==> config.mk <==
export PLATFORM = sky130hd
export DESIGN_NAME = demux_1x2_sched_flat
export DESIGN_NICKNAME = d
export VERILOG_FILES = /design/src/rtl/demux_1x2_pkg.sv /design/src/rtl/demux_1x2_sched_if.sv /design/src/rtl/demux_out_slot.sv /design/src/rtl/demux_1x2_sched.sv /design/src/flat_wrapper.sv
export SDC_FILE = /design/constraint.sdc
export NUM_CORES = 1
export LEC_CHECK = 0
export ABC_AREA = 1
export CAP_MARGIN = 25
export CORE_MARGIN = 4
export CORE_UTILIZATION = 45
export CTS_CLUSTER_SIZE = 14
export DETAILED_ROUTE_END_ITERATION = 10
export PLACE_DENSITY = 0.77
export SYNTH_ARGS = -nofsm -noshare
export SYNTH_HDL_FRONTEND = slang
export SYNTH_SLANG_ARGS = --single-unit
==> constraint.sdc <==
create_clock -name clk -period 1.7 [get_ports clk]
set_input_delay 0.34 -clock clk [delete_from_list [all_inputs] [get_ports clk]]
set_output_delay 0.34 -clock clk [all_outputs]
set_load 0.05 [all_outputs]
==> src/rtl/demux_1x2_pkg.sv <==
// Shared encodings for the 1-to-2 burst demux.
// FSM states and output-port identifiers.
package demux_1x2_pkg;

  typedef enum logic {
    ST_IDLE  = 1'b0,
    ST_BURST = 1'b1
  } state_e;

  localparam logic PORT_OUT1 = 1'b0;
  localparam logic PORT_OUT2 = 1'b1;

endpackage

==> src/rtl/demux_1x2_sched_if.sv <==
// Bundle for the burst demux: one valid/ready input, two outputs.
// master = producer/consumer side, slave = the demux.
interface demux_1x2_sched_if #(
  parameter int DATA_W = 8,
  parameter int CNT_W  = 8
);
  logic              mode;
  logic              s;
  logic              in_valid;
  logic              in_ready;
  logic [DATA_W-1:0] in_data;
  logic              out1_valid;
  logic              out1_ready;
  logic [DATA_W-1:0] out1_data;
  logic              out2_valid;
  logic              out2_ready;
  logic [DATA_W-1:0] out2_data;
  logic              cur_port;
  logic [CNT_W-1:0]  beat_cnt;

  modport master (
    output mode, s, in_valid, in_data,
    output out1_ready, out2_ready,
    input  in_ready, out1_valid, out1_data,
    input  out2_valid, out2_data,
    input  cur_port, beat_cnt
  );

  modport slave (
    input  mode, s, in_valid, in_data,
    input  out1_ready, out2_ready,
    output in_ready, out1_valid, out1_data,
    output out2_valid, out2_data,
    output cur_port, beat_cnt
  );
endinterface

==> src/rtl/demux_out_slot.sv <==
// One-entry valid/ready output register.
// Ports: clk, rst_n, load, load_data, ready -> valid, data.
module demux_out_slot #(
  parameter int DATA_W = 8
) (
  input  logic              clk,
  input  logic              rst_n,
  input  logic              load,
  input  logic [DATA_W-1:0] load_data,
  input  logic              ready,
  output logic              valid,
  output logic [DATA_W-1:0] data
);

  logic              valid_q, valid_d;
  logic [DATA_W-1:0] data_q, data_d;

  always_comb begin
    valid_d = valid_q;
    data_d  = data_q;
    if (load) begin
      valid_d = 1'b1;
      data_d  = load_data;
    end else if (valid_q && ready) begin
      valid_d = 1'b0;
    end
  end

  always_ff @(posedge clk or negedge rst_n) begin
    if (!rst_n) begin
      valid_q <= 1'b0;
      data_q  <= '0;
    end else begin
      valid_q <= valid_d;
      data_q  <= data_d;
    end
  end

  assign valid = valid_q;
  assign data  = data_q;

endmodule

==> src/rtl/demux_1x2_sched.sv <==
// Burst sequencer steering one valid/ready stream to two slots.
// Ports: clk, rst_n, bus (slave: input stream, out1/out2, status).
module demux_1x2_sched
  import demux_1x2_pkg::*;
#(
  parameter int DATA_W    = 8,
  parameter int BURST_LEN = 4,
  parameter int CNT_W     = 8
) (
  input  logic clk,
  input  logic rst_n,
  demux_1x2_sched_if.slave bus
);

  localparam logic [CNT_W-1:0] LAST_CNT =
    CNT_W'(BURST_LEN - 1);
  localparam logic [CNT_W-1:0] ONE_CNT = CNT_W'(1);
  localparam bit SINGLE = (BURST_LEN == 1);

  state_e           state_q, state_d;
  logic             port_q, port_d;
  logic             rr_q, rr_d;
  logic [CNT_W-1:0] cnt_q, cnt_d;

  logic target;
  logic tgt_valid;
  logic tgt_ready;
  logic rdy;
  logic accept;
  logic load1, load2;
  logic v1, v2;

  always_ff @(posedge clk or negedge rst_n) begin
    if (!rst_n) begin
      state_q <= ST_IDLE;
      port_q  <= PORT_OUT1;
      rr_q    <= PORT_OUT1;
      cnt_q   <= '0;
    end else begin
      state_q <= state_d;
      port_q  <= port_d;
      rr_q    <= rr_d;
      cnt_q   <= cnt_d;
    end
  end

  always_comb begin
    state_d = state_q;
    port_d  = port_q;
    rr_d    = rr_q;
    cnt_d   = cnt_q;
    unique case (state_q)
      ST_IDLE: begin
        if (accept) begin
          port_d = target;
          // A one-beat burst completes on its
          // own accept and never leaves IDLE.
          if (SINGLE) begin
            rr_d = ~target;
          end else begin
            cnt_d   = ONE_CNT;
            state_d = ST_BURST;
          end
        end
      end
      ST_BURST: begin
        if (accept) begin
          if (cnt_q == LAST_CNT) begin
            cnt_d   = '0;
            state_d = ST_IDLE;
            rr_d    = ~port_q;
          end else begin
            cnt_d = cnt_q + ONE_CNT;
          end
        end
      end
      default: state_d = ST_IDLE;
    endcase
  end

  // Target is live in IDLE so the first beat
  // of a new burst goes out without a bubble.
  always_comb begin
    target = port_q;
    if (state_q == ST_IDLE)
      target = bus.mode ? rr_q : bus.s;
    tgt_valid = (target == PORT_OUT2) ? v2 : v1;
    tgt_ready = (target == PORT_OUT2)
              ? bus.out2_ready
              : bus.out1_ready;
    rdy    = !tgt_valid || tgt_ready;
    accept = bus.in_valid && rdy;
    load1  = accept && (target == PORT_OUT1);
    load2  = accept && (target == PORT_OUT2);
  end

  demux_out_slot #(.DATA_W(DATA_W)) u_slot1 (
    .clk       (clk),
    .rst_n     (rst_n),
    .load      (load1),
    .load_data (bus.in_data),
    .ready     (bus.out1_ready),
    .valid     (v1),
    .data      (bus.out1_data)
  );

  demux_out_slot #(.DATA_W(DATA_W)) u_slot2 (
    .clk       (clk),
    .rst_n     (rst_n),
    .load      (load2),
    .load_data (bus.in_data),
    .ready     (bus.out2_ready),
    .valid     (v2),
    .data      (bus.out2_data)
  );

  assign bus.in_ready   = rdy;
  assign bus.out1_valid = v1;
  assign bus.out2_valid = v2;
  assign bus.cur_port   = target;
  assign bus.beat_cnt   = cnt_q;

endmodule

==> src/flat_wrapper.sv <==
// flat-port wrapper written by rule: the top's interface ports become plain ports
module demux_1x2_sched_flat import demux_1x2_pkg::*;
#(
  parameter int DATA_W    = 8,
  parameter int BURST_LEN = 4,
  parameter int CNT_W     = 8
)
  (clk, rst_n, bus_mode, bus_s, bus_in_valid, bus_in_data, bus_out1_ready, bus_out2_ready, bus_in_ready, bus_out1_valid, bus_out1_data, bus_out2_valid, bus_out2_data, bus_cur_port, bus_beat_cnt);
  demux_1x2_sched_if #(.DATA_W(DATA_W), .CNT_W(CNT_W)) bus_i ();
  input  logic clk;
  input  logic rst_n;
  input wire logic [$bits(bus_i.mode)-1:0] bus_mode;
  input wire logic [$bits(bus_i.s)-1:0] bus_s;
  input wire logic [$bits(bus_i.in_valid)-1:0] bus_in_valid;
  input wire logic [$bits(bus_i.in_data)-1:0] bus_in_data;
  input wire logic [$bits(bus_i.out1_ready)-1:0] bus_out1_ready;
  input wire logic [$bits(bus_i.out2_ready)-1:0] bus_out2_ready;
  output wire logic [$bits(bus_i.in_ready)-1:0] bus_in_ready;
  output wire logic [$bits(bus_i.out1_valid)-1:0] bus_out1_valid;
  output wire logic [$bits(bus_i.out1_data)-1:0] bus_out1_data;
  output wire logic [$bits(bus_i.out2_valid)-1:0] bus_out2_valid;
  output wire logic [$bits(bus_i.out2_data)-1:0] bus_out2_data;
  output wire logic [$bits(bus_i.cur_port)-1:0] bus_cur_port;
  output wire logic [$bits(bus_i.beat_cnt)-1:0] bus_beat_cnt;
  assign bus_i.mode = bus_mode;
  assign bus_i.s = bus_s;
  assign bus_i.in_valid = bus_in_valid;
  assign bus_i.in_data = bus_in_data;
  assign bus_i.out1_ready = bus_out1_ready;
  assign bus_i.out2_ready = bus_out2_ready;
  assign bus_in_ready = bus_i.in_ready;
  assign bus_out1_valid = bus_i.out1_valid;
  assign bus_out1_data = bus_i.out1_data;
  assign bus_out2_valid = bus_i.out2_valid;
  assign bus_out2_data = bus_i.out2_data;
  assign bus_cur_port = bus_i.cur_port;
  assign bus_beat_cnt = bus_i.beat_cnt;
  demux_1x2_sched #(.DATA_W(DATA_W), .BURST_LEN(BURST_LEN), .CNT_W(CNT_W)) u_core (.clk(clk), .rst_n(rst_n), .bus(bus_i));
endmodule
==> results.txt <==
----------------------------------------------------
[Critical path]
  Crit path max fanout ... 8
  Type of the worst setup path ... reg -> out
  Required time at the endpoint of the critical path ... 1360 ps
  Kind of launch point of the worst setup path ... flip-flop
  Crit path DAT ... about 1300 ps
  Worst Setup End Kind ... primary output

[Timing]
  Post-layout min period ... approximately 1600 ps
  Worst Clk Skew ... between 6 and 7 ps
  Final-layout setup total negative slack ... 0 ps
  Highest attainable clock frequency ... ~600 MHz
  Number of setup violations in the final report ... 0
  Hold Violations, Final ... 0
  Worst hold-check slack ... between 300 and 400 ps
  Remaining max-slew budget at the tightest pin ... 75.64%
  Share of the cycle needed by the critical path after routing ... a little over nine tenths
  Pins over their slew limit ... 0
  Unrepaired setup endpoints after global routing ... false
  Actual slew at the worst max-slew pin ... 365.3 ps

[Routing]
  Iteration count of the initial detailed-routing pass ... 7
  Number of design rule violations left after detail routing ... 0
  Routed wirelength normalized by instance count ... around 13 um
  Vias ... 1,313
  DRC marker count from the first detailed-route iteration ... 50
  Detailed-route wire length ... between 3000 and 4000 um
  Count of antenna-violating nets left after detailed routing ... 0
  DR vias/cell ... 4.845

[Synth]
  Post-Syn Nets ... between 150 and 200
  Sequential fraction of the synthesis area ... 48.66%
  Synthesized area per cell ... 8.878 um2
  Cell variety after synth ... 22
  Area of the mapped netlist ... 0.001491 mm2
  Synth warn ... 0
  Number of synthesized register bits ... 29
  Cells after Synth ... around 170

[Finish]
  Post-route cell area ... between 0.002 and 0.0025 mm2
  Area overhead of the layout relative to synthesis ... 41.36%
  Final core utilization ... 67.94%
  Commonest cells after routing, fill and taps aside ... sky130_fd_sc_hd__nand2_1 (44), sky130_fd_sc_hd__buf_4 (35), sky130_fd_sc_hd__dfrtp_1 (28)
  Fraction of layout instances using a drive strength above 1 ... a little over a third
  Count of nets after finishing ... between 200 and 250
  Antenna diode count ... 0
  Leading cell type in the layout, fill and taps excluded ... sky130_fd_sc_hd__nand2_1

[Global routing]
  Number of antenna violations at the first check in global routing ... 0
  Global-route congestion overflow total ... 0
  Overall routing resource usage ... between 15 and 20%
  First-pass GRT wire length ... 5871 um
  Number of global-route vias before repair ... 1,342
  Pin count of the biggest net entering global routing ... 30

[Floorplanning]
  Die H ... between 60 and 70 um
  IO Pins ... 43
  Initial standard-cell utilization of the core ... 48.06%
  Die area ... about 0.0043 mm2
  Core Footprint ... a little over 0.003 mm2
  Die span in x ... between 60 and 70 um
  Placement row count ... 20

[Outcome]
  Result of the run ... completed

[Placement]
  Input/output buffers ... 42
  Post-placement cell area ... around 0.002 mm2
  DP Wirelength ... between 2000 and 3000 um
  GP Congestion ... between 0.8 and 0.9

[Clock tree]
  Number of H-tree branching levels ... 2
  Source-to-sink clock delay at the later pin of the worst-skew pair ... ~330 ps
  Buffer levels on the longest clock path ... 2
  Buffer type at the clock tree root ... sky130_fd_sc_hd__clkbuf_4
  # clock sinks ... 29
  Clock slew at reported path FFs ... approximately 100 ps
  Total clock buffers created by CTS ... 5
  Clock tree from TritonCTS ... yes

[Min path]
  Worst min path class ... in -> async

[Pwr]
  Worst VDD drop ... 0.001391 V
  Power Density ... around 2100 mW/mm2
  Total leakage power ... between 1 and 1.5 nW

[Job]
  # Max-Cap Violations ... 0

----------------------------------------------------
==> worst paths after layout <==
path / start / slack [ps] / depth (start not counted) / to
max: u_core.state_q / 50 / 5 / bus_in_ready
min: rst_n / 380 / 2 / u_core.rr_q
max reg2reg: u_core.bus.beat_cnt[0] / 170 / 6 / u_core.rr_q
min reg2reg: u_core.u_slot1.data[6] / 500 / 2 / u_core.u_slot1.data[6]
max in group asynchronous: rst_n / 1030 / 2 / u_core.state_q
min in group clk: u_core.u_slot1.data[6] / 500 / 2 / u_core.u_slot1.data[6]
==> routing by layer <==
metal  GRT usage, %  routed length, um  vias up
met5              0                  0        -
met3          6.325                228        7
met1          19.67               1432      608
met2          31.23               1709       46
met4          6.477                 35        0
li1               -                  -      652
==> report_power, final <==
part / switching, mW / internal [mW]
sequential: 0.235 / 0.973
combinational: 1.85 / 1.01
clock: 0.247 / 0.157
==> flip-flops by register name (all words and copies together) (netlist names) <==
signal                flops
u_core.state_q            1
u_core.u_slot2.data       8
u_core.rr_q               1
u_core.u_slot1.data       8
u_core.port_q             1
u_core.u_slot1.valid      1
u_core.bus.beat_cnt       8
u_core.u_slot2.valid      1
==> through the flow <==
| stage | cells | total power, mW | setup WS (ps) |
|---|---|---|---|
| 6_report | 271 | 4.473 | 50.73 |
| 5_1_grt | 271 | 4.722 | 2.177 |
| 4_1_cts | 269 | 4.442 | -14.82 |
| 3_5_place_dp | 258 | 3.957 | -76.11 |
| 3_3_place_gp | 258 | 3.886 | -19.85 |
| 2_1_floorplan | 168 | 3.059 | 93.52 |
==> timing repair <==
action | 4_1_cts | 5_1_grt
setup buffers | 3 | 2
setup endpoints to repair | 2 | 2
gates resized for setup | 4 | 6
pin swaps | 1 | 1
hold buffers | 0 | 0
==> area by class of cell <==
| class | count | area [um2] |
|---|---|---|
| clock buffers | 6 | 41.29 |
| clock inverters | 2 | 10.01 |
| fillers | 281 | 994.7 |
| inverters | 23 | 91.34 |
| multi-input cells | 112 | 655.6 |
| flip-flops and latches | 29 | 726.9 |
| well taps | 44 | 55.05 |
| repair buffers | 55 | 528.0 |
==> cells in the mapped netlist, drive strengths merged <==
library cell / count / area, um2
nor3b: 2 / 15.01
nand2: 54 / 232.7
inv: 23 / 91.34
nand4: 3 / 33.78
nand3: 17 / 115.1
nor2: 7 / 26.28
o21ai: 25 / 181.4
a21oi: 1 / 5.000
dfrtp: 29 / 725.7
o21bai: 1 / 7.510
ha: 1 / 12.51
or2: 1 / 6.260
buf: 4 / 38.78
==> critical path: stages (launching register included) <==
cell and delay, ps:
sky130_fd_sc_hd__dfrtp_2 440, sky130_fd_sc_hd__clkinv_4 120, sky130_fd_sc_hd__nand3_4 100, sky130_fd_sc_hd__nand3_2 90
sky130_fd_sc_hd__nand2_4 90, sky130_fd_sc_hd__buf_12 130
==> kinds of logic (layout without fill, tap and decap cells) <==
| logic type | after synthesis | in the layout | synth area share [%] |
|---|---|---|---|
| and+or+nand+nor | 84 | 84 | 28.78 |
| DFF | 29 | 29 | 48.66 |
| adders and majority gates | 1 | 1 | 0.8388 |
| AOI/OAI and AO/OA | 27 | 27 | 13.00 |
| buffers and inverters | 27 | 86 | 8.725 |
No activity file was read; power rests on OpenSTA's default activity.
